## src/rtl/sincronizador_vga.sv

```systemverilog
// VGA raster timing generator: free-running h/v counters on the pixel clock with
// registered sync, visible-area, coordinate and end-of-line/frame outputs.
module sincronizador_vga #(
   parameter int unsigned H_VISIBLE = 640,
   parameter int unsigned H_FRONT   = 16,
   parameter int unsigned H_SYNC    = 96,
   parameter int unsigned H_BACK    = 48,
   parameter int unsigned V_VISIBLE = 480,
   parameter int unsigned V_FRONT   = 10,
   parameter int unsigned V_SYNC    = 2,
   parameter int unsigned V_BACK    = 33,
   parameter bit          SYNC_POL  = 1'b0,
   parameter int unsigned CNT_W     = 10
) (
   input  logic             clk_VGA,
   input  logic             reset,
   input  logic             habilitar,
   output logic             hsync,
   output logic             vsync,
   output logic             video_on,
   output logic [CNT_W-1:0] pixel_x,
   output logic [CNT_W-1:0] pixel_y,
   output logic             fin_linea,
   output logic             fin_cuadro
);

   localparam int unsigned H_TOTAL = H_VISIBLE + H_FRONT + H_SYNC + H_BACK;
   localparam int unsigned V_TOTAL = V_VISIBLE + V_FRONT + V_SYNC + V_BACK;

   // One extra bit so bounds equal to 2^CNT_W still compare correctly.
   localparam logic [CNT_W:0] HVis     = (CNT_W+1)'(H_VISIBLE);
   localparam logic [CNT_W:0] HsStart  = (CNT_W+1)'(H_VISIBLE + H_FRONT);
   localparam logic [CNT_W:0] HsEnd    = (CNT_W+1)'(H_VISIBLE + H_FRONT + H_SYNC);
   localparam logic [CNT_W:0] VVis     = (CNT_W+1)'(V_VISIBLE);
   localparam logic [CNT_W:0] VsStart  = (CNT_W+1)'(V_VISIBLE + V_FRONT);
   localparam logic [CNT_W:0] VsEnd    = (CNT_W+1)'(V_VISIBLE + V_FRONT + V_SYNC);
   localparam logic [CNT_W-1:0] HLast  = CNT_W'(H_TOTAL - 1);
   localparam logic [CNT_W-1:0] VLast  = CNT_W'(V_TOTAL - 1);

   localparam logic SyncAct   = SYNC_POL;
   localparam logic SyncInact = ~SYNC_POL;

   logic [CNT_W-1:0] hcount_q, hcount_d;
   logic [CNT_W-1:0] vcount_q, vcount_d;

   logic             hsync_q, hsync_d;
   logic             vsync_q, vsync_d;
   logic             video_on_q, video_on_d;
   logic [CNT_W-1:0] pixel_x_q, pixel_y_q;
   logic             fin_linea_q, fin_linea_d;
   logic             fin_cuadro_q, fin_cuadro_d;

   logic [CNT_W:0] h_ext, v_ext;
   logic           h_last, v_last;

   assign h_ext  = {1'b0, hcount_q};
   assign v_ext  = {1'b0, vcount_q};
   assign h_last = (hcount_q == HLast);
   assign v_last = (vcount_q == VLast);

   always_comb begin
      hcount_d = hcount_q;
      vcount_d = vcount_q;
      if (habilitar) begin
         if (h_last) begin
            hcount_d = '0;
            vcount_d = v_last ? '0 : vcount_q + CNT_W'(1);
         end else begin
            hcount_d = hcount_q + CNT_W'(1);
         end
      end
   end

   // Outputs decode the position before the edge, giving one uniform cycle of latency.
   always_comb begin
      video_on_d   = (h_ext < HVis) && (v_ext < VVis);
      hsync_d      = ((h_ext >= HsStart) && (h_ext < HsEnd)) ? SyncAct : SyncInact;
      vsync_d      = ((v_ext >= VsStart) && (v_ext < VsEnd)) ? SyncAct : SyncInact;
      fin_linea_d  = h_last;
      fin_cuadro_d = h_last && v_last;
   end

   always_ff @(posedge clk_VGA or negedge reset) begin
      if (!reset) begin
         hcount_q     <= '0;
         vcount_q     <= '0;
         hsync_q      <= SyncInact;
         vsync_q      <= SyncInact;
         video_on_q   <= 1'b0;
         pixel_x_q    <= '0;
         pixel_y_q    <= '0;
         fin_linea_q  <= 1'b0;
         fin_cuadro_q <= 1'b0;
      end else if (habilitar) begin
         hcount_q     <= hcount_d;
         vcount_q     <= vcount_d;
         hsync_q      <= hsync_d;
         vsync_q      <= vsync_d;
         video_on_q   <= video_on_d;
         pixel_x_q    <= hcount_q;
         pixel_y_q    <= vcount_q;
         fin_linea_q  <= fin_linea_d;
         fin_cuadro_q <= fin_cuadro_d;
      end
   end

   assign hsync      = hsync_q;
   assign vsync      = vsync_q;
   assign video_on   = video_on_q;
   assign pixel_x    = pixel_x_q;
   assign pixel_y    = pixel_y_q;
   assign fin_linea  = fin_linea_q;
   assign fin_cuadro = fin_cuadro_q;

endmodule

```

## config.mk

```make
export PLATFORM = sky130hd
export DESIGN_NAME = sincronizador_vga
export DESIGN_NICKNAME = d
export VERILOG_FILES = /design/src/rtl/sincronizador_vga.sv
export SDC_FILE = /design/constraint.sdc
export NUM_CORES = 1
export LEC_CHECK = 0
export ABC_AREA = 1
export BUFFER_PORTS_ARGS = -buffer_cell sky130_fd_sc_hd__buf_2
export CORE_MARGIN = 4
export CORE_UTILIZATION = 45
export DETAILED_ROUTE_END_ITERATION = 8
export GPL_TIMING_DRIVEN = 0
export PLACE_DENSITY = 0.68
export SYNTH_ARGS = -nofsm -noshare
export SYNTH_HDL_FRONTEND = slang
export SYNTH_SLANG_ARGS = --single-unit
```

## constraint.sdc

```tcl
create_clock -name clk_VGA -period 1.5 [get_ports clk_VGA]
set_clock_uncertainty 0.1 [all_clocks]
set_input_delay 0.075 -clock clk_VGA [delete_from_list [all_inputs] [get_ports clk_VGA]]
set_output_delay 0.075 -clock clk_VGA [all_outputs]
set_load 0.05 [all_outputs]
```

==> results.py <==
metrics = {
    "final_layout": {
        "multi_input_area_sq_um": 901,
        "final_layout_size_suffix_gt1_share_pct": 25.2,
        "diodes": 0,
        "nNetsFinal": 304,
        "regArea_sq_um": 1130,
        "mostFrequentLayoutCells": "74 x nand2_1, 42 x dfrtp_1, 28 x buf_2",
        "area_growth_pct": 23.5,
        "fillers": 403,
        "layout_commonest_cell": "nand2_1",
    },
    "timing": {
        "setup_viol": 0,
        "slew_headroom_pct": 33.1,
        "timing.fmax_mhz": 680,
        "finalCritPeriodShare_pct": 98.1,
        "finalMaxSlewViolations": 0,
        "hold_viol": 0,
        "tightest_slew_ns": 1.00,
        "setup_tns_ns": 0,
        "period_needed_ns": 1.47,
        "rsz0062_at_grt": "true",
    },
    "worst_setup_path": {
        "rr_worst_depth": 8,
        "worst-setup-path-type": "reg -> reg",
        "cp-end-kind": "flip-flop",
        "cp.required_ns": 1.59,
        "critPathArrivalTime_ns": 1.56,
        "cp_max_fo": 3,
        "critPathLaunchType": "flip-flop",
    },
    "power_and_ir_drop": {
        "vdd_drop_max_v": 0.000560,
        "p_total_w": 0.00326,
        "seqPwrFrac_pct": 45.7,
        "internal_power_w": 0.00206,
        "p_sw_share_pct": 36.8,
        "p_per_area_nw_per_um2": 1270,
        "p_leak_nw": 1.26,
        "power_frac_comb_pct": 28.9,
        "p_switching_w": 0.00120,
        "pwr-share-clk_pct": 25.4,
    },
    "routing": {
        "vias_per_cell": 5.11,
        "drt_iter0_markers": 127,
        "antenna_left": 0,
        "wl_met1_microns": 2290,
        "vias": 1788,
        "firstDrtPassIters": 4,
        "drt-total-wl_microns": 4820,
        "top_layer": "met4",
        "route.met2.wl_microns": 2240,
        "wl_per_cell_microns": 13.8,
        "dr_wl_met3_microns": 256,
        "drcViolationCount": 0,
    },
    "die": {
        "die_area_sq_um": 5770,
        "die_w_microns": 76.0,
        "fp.dieH_microns": 76.0,
        "core_region_area_sq_um": 4410,
        "initial_utilization_pct": 47.1,
        "num_rows": 24,
        "ios": 28,
    },
    "global_route": {
        "grt-ovfl-total": 0,
        "grt_max_degree": 46,
        "grt_pass1_wl_microns": 8070,
        "grt_pass1_vias": 1709,
        "antenna_found_initial": 0,
        "grt_util_all_layers_pct": 17.0,
    },
    "placed_design": {
        "routabilityCongestion": 0.875,
        "dp.final_hpwl_microns": 3180,
        "io_buffers": 26,
    },
    "logic_synthesis": {
        "syn-num-nets": 258,
        "synth_cell_types": 23,
        "syn_area_sq_um": 2080,
        "yosysWarnings": 0,
        "yosys.area.top_type_share_pct": 51.8,
        "ys_seq_elements": 45,
        "synth_top_area_cell": "dfrtp_1",
        "syn_avg_cell_area_sq_um": 8.28,
        "synth-seq-area-share_pct": 54.3,
        "synth.top_cells.by_area": "dfrtp_1 52%, nand2_1 14%, nor2_1 5.1%",
        "synth_cells": 251,
    },
    "cts": {
        "cts_sinks": 45,
        "clockRootBuffer": "clkbuf_8",
        "clk_pin_slew_ns": 0.08,
        "cts_buffer_depth": 2,
        "clk_latency_ns": 0.30,
        "cts_htree_levels": 2,
        "cts_buffers": 5,
        "cts_tree": "yes",
    },
    "run": {
        "maxCapViolCount": 0,
    },
    "hold_path": {
        "min_path_type": "in -> reg",
        "whs_path_depth": 3,
    },
    "outcome": {
        "outcome": "completed",
    },
}
==> stage by stage <==
stage / setup WS (ns) / util, % / cells / hold WS, ns / cell area [sq um]
floorplan: 0.135 / - / 251 / -0.321 / 2080
global placement: -0.117 / 51.5 / 329 / 0.191 / 2270
detailed placement: -0.154 / 51.5 / 329 / 0.200 / 2270
CTS: -0.00601 / 55.2 / 341 / 0.0106 / 2440
global route: -0.0637 / 58.1 / 350 / 0.0209 / 2570
finish: 0.0290 / 58.1 / 350 / 0.00806 / 2570
==> power by group through the flow <==
| stage | clock (W) | combinational [W] | sequential [W] |
|---|---|---|---|
| finish | 0.000826 | 0.000941 | 0.00149 |
| global route | 0.000884 | 0.00103 | 0.00151 |
| CTS | 0.000836 | 0.000843 | 0.00148 |
| detailed placement | 0 | 0.000776 | 0.00151 |
| global placement | 0 | 0.000761 | 0.00150 |
| floorplan | 0 | 0.000316 | 0.00177 |
==> layer usage <==
metal | global-route usage (%) | up-vias
met5 | 0 | -
met2 | 25.5 | 44
met3 | 4.98 | 4
li1 | - | 890
met1 | 23.9 | 850
met4 | 4.80 | 0
==> final timing paths <==
check,from,endpoint,slack (ns)
hold / removal,habilitar,pixel_x[6],0.008
hold reg to reg,pixel_x[3],pixel_x[3],0.37
setup reg to reg,hcount_q[1],hcount_q[8],0.03
max in group asynchronous,reset,hcount_q[7],0.24
setup / recovery,hcount_q[1],hcount_q[8],0.03
min in group asynchronous,reset,pixel_x[6],0.39
==> synth_stat cells, drive strengths merged <==
cell type	count
clkbuf	2
nor3	10
a21oi	3
nor2	31
ha	4
nor4	2
nand2	75
buf	4
inv	26
dfrtp	43
nand3	14
nand4	4
dfstp	2
xor2	4
o21ai	25
xnor2	2
==> logic make-up (layout without fill, tap and decap cells) <==
kind of cell,Yosys count,after routing,synth area share (%)
compound gates,28,28,6.74
xor+xnor,6,6,2.53
fa+ha+maj,4,4,2.41
buf+inv,32,79,6.44
flops,45,45,54.3
simple gates,136,136,27.6
==> registers in the layout (all words and copies together) (netlist names) <==
name,cells
hcount_q,10
pixel_x,10
pixel_y,10
vcount_q,10
fin_cuadro,1
fin_linea,1
hsync,1
video_on,1
vsync,1
==> worst max-delay path, cell delays in order, from the launching register on <==
cell,delay (ns)
dfrtp_1,0.37
ha_2,0.19
inv_1,0.06
nor2_4,0.13
buf_4,0.13
buf_4,0.09
nand2_1,0.04
o21ai_0,0.20
a21oi_2,0.05
==> cell type report <==
cell class	count	area share, %
timing repair buffer	39	9.07
buffer	6	1.41
multi-input combinational	174	35.1
clock buffer	7	3.75
sequential	45	44.0
inverter	26	3.90
tap	52	2.54
clock inverter	1	0.195
==> repair_timing <==
action,CTS,global route
endpoints found under the hold margin,45,0
cloned,0,1
setup endpoints to repair,14,14
gates resized for setup,8,18
pin swaps,0,8
buffers inserted,2,8
hold buffers,2,0
(Power assumes the default switching activity.)
